$ cat src/rtl/eval_schedule_ctrl_if.sv
// Queue-side and evaluation-side signals of the evaluation schedule controller.
// The master modport is the controller's view; slave is the queue/datapath view.
interface eval_schedule_ctrl_if #(
  parameter int NUM_IN  = 1,
  parameter int NUM_OUT = 10,
  parameter int TS_W    = 64
);
  logic               q_pop_valid;
  logic [NUM_IN-1:0]  q_event_mask;
  logic [TS_W-1:0]    q_event_ts;
  logic               q_pop;
  logic [NUM_IN-1:0]  enable_in;
  logic [NUM_OUT-1:0] enable_out;
  logic [TS_W-1:0]    eval_ts;
  logic               busy;
  logic               deadline_miss;

  modport master (
    input  q_pop_valid, q_event_mask, q_event_ts,
    output q_pop, enable_in, enable_out, eval_ts, busy, deadline_miss
  );

  modport slave (
    output q_pop_valid, q_event_mask, q_event_ts,
    input  q_pop, enable_in, enable_out, eval_ts, busy, deadline_miss
  );
endinterface

$ cat src/rtl/eval_schedule_ctrl.sv
// Sequences one evaluation (event or periodic tick) at a time through LOAD and the output layers.
// Optional macro SKIP_EMPTY_LAYERS_EN: layers without any active output are skipped.
module eval_schedule_ctrl #(
  parameter int NUM_IN        = 1,
  parameter int NUM_OUT       = 10,
  parameter int NUM_LAYERS    = 3,
  parameter int LAYER_W       = 2,
  parameter int TS_W          = 64,
  parameter int PERIOD_CYCLES = 500,
  parameter logic [NUM_OUT*LAYER_W-1:0] OUT_LAYER    = {{2{2'd3}}, {4{2'd2}}, {4{2'd1}}},
  parameter logic [NUM_OUT*NUM_IN-1:0]  OUT_TRIG     = 10'h0FF,
  parameter logic [NUM_OUT-1:0]         OUT_PERIODIC = 10'h300
) (
  input logic clk,
  input logic rst,
  input logic en,
  eval_schedule_ctrl_if.master bus
);

  localparam int TICK_W = $clog2(PERIOD_CYCLES);

  typedef enum logic [1:0] {
    S_IDLE,
    S_LOAD,
    S_EVAL
  } state_t;

  state_t              state, state_nxt;
  logic [LAYER_W-1:0]  layer, layer_nxt;
  logic [NUM_OUT-1:0]  active, event_active;
  logic [NUM_IN-1:0]   mask_r;
  logic                is_tick;
  logic [TS_W-1:0]     time_cnt, tick_ts, eval_ts;
  logic [TICK_W-1:0]   tick_cnt;
  logic                tick_pending, tick_wrap, deadline_miss;
  logic                start_tick, start_event;
  logic                q_pop;
  logic [NUM_IN-1:0]   enable_in;
  logic [NUM_OUT-1:0]  enable_out;

  function automatic logic [NUM_OUT-1:0] layer_mask(input logic [LAYER_W-1:0] l);
    logic [NUM_OUT-1:0] m;
    m = '0;
    for (int j = 0; j < NUM_OUT; j++)
      m[j] = (OUT_LAYER[j*LAYER_W +: LAYER_W] == l);
    return m;
  endfunction

`ifdef SKIP_EMPTY_LAYERS_EN
  // Lowest layer above 'from' that owns an active output; 0 means none left.
  function automatic logic [LAYER_W-1:0] next_active(input logic [LAYER_W-1:0] from,
                                                     input logic [NUM_OUT-1:0] act);
    logic [LAYER_W-1:0] res;
    res = '0;
    for (int l = NUM_LAYERS; l >= 1; l--)
      if ((LAYER_W'(l) > from) && ((act & layer_mask(LAYER_W'(l))) != '0))
        res = LAYER_W'(l);
    return res;
  endfunction
`endif

  always_comb begin
    event_active = '0;
    for (int j = 0; j < NUM_OUT; j++)
      event_active[j] = (|(OUT_TRIG[j*NUM_IN +: NUM_IN] & bus.q_event_mask)) & ~OUT_PERIODIC[j];
  end

  assign tick_wrap = (tick_cnt == TICK_W'(PERIOD_CYCLES - 1));

  // A new request may start in IDLE or on the final cycle of the current one, so
  // back-to-back evaluations run without an idle gap.
  always_comb begin
    state_nxt   = state;
    layer_nxt   = layer;
    start_tick  = 1'b0;
    start_event = 1'b0;
    q_pop       = 1'b0;
    enable_in   = '0;
    enable_out  = '0;
    case (state)
      S_IDLE: begin
        state_nxt = S_IDLE;
      end
      S_LOAD: begin
        q_pop     = ~is_tick;
        enable_in = mask_r;
`ifdef SKIP_EMPTY_LAYERS_EN
        layer_nxt = next_active('0, active);
        state_nxt = (layer_nxt == '0) ? S_IDLE : S_EVAL;
`else
        layer_nxt = LAYER_W'(1);
        state_nxt = S_EVAL;
`endif
      end
      S_EVAL: begin
        enable_out = active & layer_mask(layer);
`ifdef SKIP_EMPTY_LAYERS_EN
        layer_nxt = next_active(layer, active);
        state_nxt = (layer_nxt == '0) ? S_IDLE : S_EVAL;
`else
        if (layer == LAYER_W'(NUM_LAYERS)) begin
          layer_nxt = '0;
          state_nxt = S_IDLE;
        end else begin
          layer_nxt = layer + LAYER_W'(1);
        end
`endif
      end
      default: state_nxt = S_IDLE;
    endcase
    if (state_nxt == S_IDLE) begin
      if (tick_pending) begin
        start_tick = 1'b1;
        state_nxt  = S_LOAD;
      end else if (bus.q_pop_valid) begin
        start_event = 1'b1;
        state_nxt   = S_LOAD;
      end
    end
    if (!en) begin
      q_pop      = 1'b0;
      enable_in  = '0;
      enable_out = '0;
    end
  end

  always_ff @(posedge clk or negedge rst) begin
    if (!rst) begin
      state         <= S_IDLE;
      layer         <= '0;
      active        <= '0;
      mask_r        <= '0;
      is_tick       <= 1'b0;
      time_cnt      <= '0;
      tick_ts       <= '0;
      eval_ts       <= '0;
      tick_cnt      <= '0;
      tick_pending  <= 1'b0;
      deadline_miss <= 1'b0;
    end else if (en) begin
      time_cnt <= time_cnt + TS_W'(1);
      tick_cnt <= tick_wrap ? '0 : tick_cnt + TICK_W'(1);
      if (tick_wrap) begin
        tick_pending <= 1'b1;
        tick_ts      <= time_cnt;
        if (tick_pending)
          deadline_miss <= 1'b1;
      end else if (start_tick) begin
        tick_pending <= 1'b0;
      end
      state <= state_nxt;
      layer <= layer_nxt;
      // The tick timestamp is taken before any same-cycle overwrite by a new wrap.
      if (start_tick) begin
        is_tick <= 1'b1;
        active  <= OUT_PERIODIC;
        mask_r  <= '0;
        eval_ts <= tick_ts;
      end else if (start_event) begin
        is_tick <= 1'b0;
        active  <= event_active;
        mask_r  <= bus.q_event_mask;
        eval_ts <= bus.q_event_ts;
      end
    end
  end

  assign bus.q_pop         = q_pop;
  assign bus.enable_in     = enable_in;
  assign bus.enable_out    = enable_out;
  assign bus.eval_ts       = eval_ts;
  assign bus.busy          = (state != S_IDLE);
  assign bus.deadline_miss = deadline_miss;

endmodule

$ cat src/flat_wrapper.sv
// flat-port wrapper written by rule: the top's interface ports become plain ports
module eval_schedule_ctrl_flat 
#(
  parameter int NUM_IN        = 1,
  parameter int NUM_OUT       = 10,
  parameter int NUM_LAYERS    = 3,
  parameter int LAYER_W       = 2,
  parameter int TS_W          = 64,
  parameter int PERIOD_CYCLES = 500,
  parameter logic [NUM_OUT*LAYER_W-1:0] OUT_LAYER    = {{2{2'd3}}, {4{2'd2}}, {4{2'd1}}},
  parameter logic [NUM_OUT*NUM_IN-1:0]  OUT_TRIG     = 10'h0FF,
  parameter logic [NUM_OUT-1:0]         OUT_PERIODIC = 10'h300
)
  (clk, rst, en, bus_q_pop_valid, bus_q_event_mask, bus_q_event_ts, bus_q_pop, bus_enable_in, bus_enable_out, bus_eval_ts, bus_busy, bus_deadline_miss);
  eval_schedule_ctrl_if #(.NUM_IN(NUM_IN), .NUM_OUT(NUM_OUT), .TS_W(TS_W)) bus_i ();
  input logic clk;
  input logic rst;
  input logic en;
  input wire logic [$bits(bus_i.q_pop_valid)-1:0] bus_q_pop_valid;
  input wire logic [$bits(bus_i.q_event_mask)-1:0] bus_q_event_mask;
  input wire logic [$bits(bus_i.q_event_ts)-1:0] bus_q_event_ts;
  output wire logic [$bits(bus_i.q_pop)-1:0] bus_q_pop;
  output wire logic [$bits(bus_i.enable_in)-1:0] bus_enable_in;
  output wire logic [$bits(bus_i.enable_out)-1:0] bus_enable_out;
  output wire logic [$bits(bus_i.eval_ts)-1:0] bus_eval_ts;
  output wire logic [$bits(bus_i.busy)-1:0] bus_busy;
  output wire logic [$bits(bus_i.deadline_miss)-1:0] bus_deadline_miss;
  assign bus_i.q_pop_valid = bus_q_pop_valid;
  assign bus_i.q_event_mask = bus_q_event_mask;
  assign bus_i.q_event_ts = bus_q_event_ts;
  assign bus_q_pop = bus_i.q_pop;
  assign bus_enable_in = bus_i.enable_in;
  assign bus_enable_out = bus_i.enable_out;
  assign bus_eval_ts = bus_i.eval_ts;
  assign bus_busy = bus_i.busy;
  assign bus_deadline_miss = bus_i.deadline_miss;
  eval_schedule_ctrl #(.NUM_IN(NUM_IN), .NUM_OUT(NUM_OUT), .NUM_LAYERS(NUM_LAYERS), .LAYER_W(LAYER_W), .TS_W(TS_W), .PERIOD_CYCLES(PERIOD_CYCLES), .OUT_LAYER(OUT_LAYER), .OUT_TRIG(OUT_TRIG), .OUT_PERIODIC(OUT_PERIODIC)) u_core (.clk(clk), .rst(rst), .en(en), .bus(bus_i));
endmodule
$ cat config.mk
export PLATFORM = sky130hd
export DESIGN_NAME = eval_schedule_ctrl_flat
export DESIGN_NICKNAME = d
export VERILOG_FILES = /design/src/rtl/eval_schedule_ctrl_if.sv /design/src/rtl/eval_schedule_ctrl.sv /design/src/flat_wrapper.sv
export SDC_FILE = /design/constraint.sdc
export NUM_CORES = 1
export LEC_CHECK = 0
export CAP_MARGIN = 20
export CORE_MARGIN = 2
export CORE_UTILIZATION = 40
export DETAILED_ROUTE_END_ITERATION = 16
export GPL_ROUTABILITY_DRIVEN = 0
export HOLD_SLACK_MARGIN = 0.02
export MAX_ROUTING_LAYER = met4
export PLACE_DENSITY_LB_ADDON = 0.05
export SYNTH_ARGS = -nofsm -noshare
export SYNTH_HDL_FRONTEND = slang
export SYNTH_SLANG_ARGS = --single-unit
$ cat constraint.sdc
create_clock -name clk -period 3.15 [get_ports clk]
set_input_delay 0.7875 -clock clk [delete_from_list [all_inputs] [get_ports clk]]
set_output_delay 0.7875 -clock clk [all_outputs]
set_load 0.05 [all_outputs]
* After elaboration in Yosys (flattened, before gate mapping)
Cells that the tools add are included.
** Word-level totals
- Input bits :: 69
- Register bits :: 219
- Logic and storage cells :: 62
** Operators by class
- Reduce and logical (&&, ||, !) cells :: 10
- Muxes and demuxes :: 29
- Eq/ne operators :: 7
- Bitwise gates (word level) :: 2
- Add/sub/neg operators :: 3
** Operators by type and width (number)
- $mux 64 :: 2
- $add 64x1->64 const B :: 1
- $mux 10 :: 4
- $mux 1 :: 15
- $and 10x10->10 :: 1
- $mux 2 :: 5
- $add 9x1->9 const B :: 1
- $eq 9x9->1 const B :: 1
- $mux 9 :: 1
- $pmux 2 s2 :: 2
- $reduce_and 2->1 :: 4
- $reduce_bool 2->1 :: 4
- $eq 2x2->1 const A :: 2
- $eq 2x2->1 const B :: 2
- $reduce_and 3->1 :: 1
- $add 2x1->2 const B :: 1
- $eq 1x2->1 const A :: 1
- $eq 2x1->1 const B :: 1
- $logic_not 2->1 :: 1
- $not 1->1 :: 1

* Depth between registers and ports, before layout
- Depth in word-level cells :: 7
- Mapped depth :: 9
- Depth with buffers taken out :: 7

* Worst setup path before layout
OpenSTA, ideal clock, no wires.
- Kind :: input port to output port
- Start point :: input port en
- End point :: output port bus_q_pop
- Data arrival time :: 2200 ps
- Buffers on the path :: 3
- Cell stages on the path :: 5
- Slack :: 162 ps
- Cell sequence :: buf_2 clkbuf_1 buf_1 nand2_1 nor2_1
** Between the ends
- Longest elaborated chain between the ends :: 1
** Ends and longest elaborated chain
- start: declaration :: RTL line flat_wrapper.sv:18 : input logic en;
- $mux 1 :: RTL line eval_schedule_ctrl.sv:120 : if (!en) begin
- end: declaration :: RTL line flat_wrapper.sv:22 : output wire logic [$bits(bus_i.q_pop)-1:0] bus_q_pop;
Every way passes these cells.

* Worst setup path in the final report
- Start point :: input port en
- End point :: output port bus_enable_out[6]
** Between the ends
- Longest elaborated chain between the ends :: 1
** Ends and longest elaborated chain
- $mux 10 :: RTL line eval_schedule_ctrl.sv:120
- end: declaration :: RTL line flat_wrapper.sv:24 : output wire logic [$bits(bus_i.enable_out)-1:0] bus_enable_out;
Every way passes these cells.

==> results.md <==
Run status:
- The flow ran to the end, and the final reports show no timing, DRC or antenna violations.

Clock tree:
- Post-CTS repair changed the size of 0 cells.
- Counting the buffers created by CTS gives 24.
- At the later pin of the worst-skew pair, clock insertion delay measures ~0.5 ns.
- The number of buffers between clock root and the deepest sink is 3.
- The number of setup buffers added after CTS is 0.
- The CTS tree is built.
- In this run the number of H-tree levels came out at 1.
- The cts-stage hold buffer count is 0.
- The clock net in this run drives a total of approximately 210 sinks.
- After clock tree synthesis, the clock-pin slew on the worst setup and hold paths is approximately 0.060 ns.
- Clock tree synthesis selected as its root buffer the cell clkbuf_16.

Timing:
- The number of slew-limit violations in the final report is 0.
- The final count of hold timing violations is 0.
- The number of failing setup endpoints in the final timing report is 0.
- For the finished layout, the period the worst path requires is 2.91 ns.
- The relative slew slack is 0.555.
- In the finished design, the share of the clock period the worst path needs comes to 0.925.
- The aggregate negative setup slack is 0 ns.
- Setup repair after global routing left no endpoint under its margin.
- The achievable clock frequency is 0.343 GHz.
- Between clock sinks in the finished design, the worst skew comes to ~0.015 ns.
- Once routing completed, OpenROAD measured the worst setup slack at ~0.24 ns.
- At the pin with the least slew margin, the transition time is around 0.67 ns.
- The smallest hold slack is between 0.2 and 0.25 ns.

Synthesis:
- Counting flops with a built-in enable in the synthesized netlist gives 0.
- The mean cell area of the mapped netlist is roughly 11 µm².
- The most common cell in the netlist is nand2_1.
- The netlist uses 48 different library cells.
- After synthesis, the most frequently instantiated cells are nand2_1, dfrtp_1, a221o_1.
- The number of nets in the synthesized netlist is slightly below 1000.
- The share of synthesized area in the top cell type comes to 0.549.
- The post-synthesis cell type with the largest combined area is dfrtp_1.
- After synthesis, the cell types taking the most area are dfrtp_1, nand2_1, a221o_1.
- The number of flip-flops and latches in the synthesized netlist is approximately 210.
- The area of the mapped netlist is 9530 µm².
- The total of warnings raised by yosys is 0.
- The cell count after synthesis is 890.
- The proportion of register bits with asynchronous set or reset after synthesis is 1.00.
- For this run, the register share of the synthesized area comes to 0.549.
- In the synthesized netlist the dominant register cell turns out to be dfrtp_1.

Cells and area:
- The post-route standard cell area excluding fillers is 12300 µm².
- Leaving out filler cells and counting taps, the final layout contains between 1000 and 1500.
- Once layout is complete, the utilization of the core stands at 0.524.
- The layout filler cell count is about 2200.
- Relative to the synthesized area, the layout overhead comes to 28.6%.
- The layout cell share with drive strength beyond 1 is 0.102.
- 0 antenna diodes ended up in the layout.
- The final-stage net count is between 1000 and 1500.

Detailed routing:
- The number of nets still failing antenna checks after routing is 0.
- The number of DRC violations after detailed-routing iteration 0 is roughly 410.
- The number of detailed-routing iterations run before antenna repair is 5.
- The detailed-route DRC error count is 0.
- The vias per cell is about 5.3.
- After detailed routing, the average wire length per cell comes to between 15 and 20 µm.
- The routed design has about 23000 µm of wire.
- The total number of vias is between 7000 and 8000.

Power:
- The net switching power is slightly below 4 mW.
- The share of total power in combinational logic is 0.374.
- Dividing total power by cell area gives a power density of 833 nW/µm².
- The cell internal power dissipation is 6.33 mW.
- The design draws slightly above 10 mW.
- The switching power as a share of total power is 0.380.
- The share of total power dissipated in sequential elements is 0.359.
- The share of total power dissipated in the clock network is 0.267.
- The static leakage is around 5.5 nW.
- Across the VDD grid, the largest voltage drop is between 0.4 and 0.5 mV.

Die:
- In this run the core area contains 56 standard-cell rows.
- The vertical die dimension is roughly 160 µm.
- Measured along the x axis, the die boundary spans around 160 µm.
- The area inside the core boundary is 23400 µm².
- For this configuration, the core starts out at a cell density of 0.407.
- The floorplan step defined a die boundary enclosing about 25000 µm².
- between 100 and 150 I/O pins were placed.

Worst hold path:
- The tightest min-delay check is of the input pin to asynchronous set/reset pin type.

GRT:
- The number of global-route vias before repair is 7242.
- Entering global routing, the biggest net connects 78 pins.
- The initial antenna violation count is 0.
- The wire length of the first global-routing pass is between 30000 and 40000 µm.
- The all-layer global routing usage is 0.188.
- After global routing the overflow that remains totals 0.

Place:
- The total cell area at the placement stage is about 11000 µm².
- Prior to clock tree synthesis, the placed netlist has a worst setup slack of between 0.2 and 0.25 ns.
- The placed wire-length estimate is approximately 15000 µm.
- The number of port buffers is 146.
- The number of placed cells counting well taps is about 1300.

Worst setup path:
- Data on the critical path arrives at its endpoint at between 2 and 2.5 ns.
- Data on the critical path is required at its endpoint by between 2 and 2.5 ns.
- The worst setup path is of the input pin to output pin kind.
- The element type at the critical path start is an input pin.
- Setup slack on the worst reg-to-reg path comes out at between 0.9 and 1 ns.
- The sort of element at the end of the critical path is an output pin.
- Of all nets on the critical path, the largest fanout is 26.

Run:
- The number of maximum-capacitance violations is 0.
## cell usage in the layout (no fill, tap or decap), drive strengths merged, types with 3 or more instances in the layout
cell           netlist  routed
nand2              215     215
dfrtp              209     209
clkdlybuf4s50        0     133
a221o               64      64
a32o                63      63
xnor2               35      35
xor2                34      34
nor2                32      32
clkbuf              35      32
buf                 26      32
nand3               29      29
nand4               23      23
nor3                21      21
inv                 17      17
o21ai               14      14
and3                14      14
nor4                14      14
ha                   8       8
and4                 6       6
clkinv               0       6
or3                  4       4
a21oi                4       4
and2                 4       4
a21o                 3       3
clkinvlp             0       3
## routing by layer
layer  part of all wire  global-route usage
met5                  0                   -
met3              0.041              0.0237
met2               0.44               0.281
met4              0.011              0.0356
met1               0.51               0.279
## kinds of logic after synthesis
group,Yosys count,share of synthesized area
mux,2,0.00223
simple gates,372,0.191
xor+xnor,69,0.0634
fa+ha+maj,8,0.0105
compound gates,152,0.148
flops,209,0.549
buf+inv,78,0.0365
## cell type report
class / count / area (µm²) / area share
tap: 319 / 399 / 0.0326
inverter: 17 / 63.8 / 0.00520
clock inverter: 10 / 90.1 / 0.00735
sequential: 209 / 5230 / 0.427
multi-input combinational: 603 / 3980 / 0.325
timing repair buffer: 165 / 1800 / 0.147
clock buffer: 32 / 692 / 0.0564
## path summary, 6_finish.rpt
path                                     startpoint                       end  cells past startpoint
setup / recovery                                 en         bus_enable_out[6]                      4
hold / removal                                  rst           u_core.layer[0]                      1
setup reg to reg                    u_core.state[0]    u_core.bus.eval_ts[21]                      8
hold reg to reg            u_core.bus.deadline_miss  u_core.bus.deadline_miss                      1
max in group asynchronous                       rst    u_core.bus.eval_ts[44]                      2
min in group clk           u_core.bus.deadline_miss  u_core.bus.deadline_miss                      1
## registers in the layout, summed over array words and instances, names as in the netlist
signal                    cells
u_core.state                  2
u_core.time_cnt              64
u_core.bus.eval_ts           64
u_core.tick_cnt               9
u_core.tick_ts               64
u_core.active                 2
u_core.layer                  2
u_core.tick_pending           1
u_core.bus.deadline_miss      1
## critical path, cell delays in order
cell	delay, ns
clkdlybuf4s50_1	0.50
buf_12	0.17
and4_1	0.46
buf_12	0.19
## power by group through the flow
| stage | registers [mW] | clock network, mW | logic [mW] |
|---|---|---|---|
| global route | 3.75 | 2.91 | 4.04 |
| finish | 3.67 | 2.73 | 3.82 |
| detailed placement | 3.70 | 0 | 3.84 |
| floorplan | 5.07 | 0 | 1.10 |
| global placement | 3.71 | 0 | 3.81 |
| CTS | 3.67 | 2.80 | 3.85 |
(Power assumes the default switching activity.)
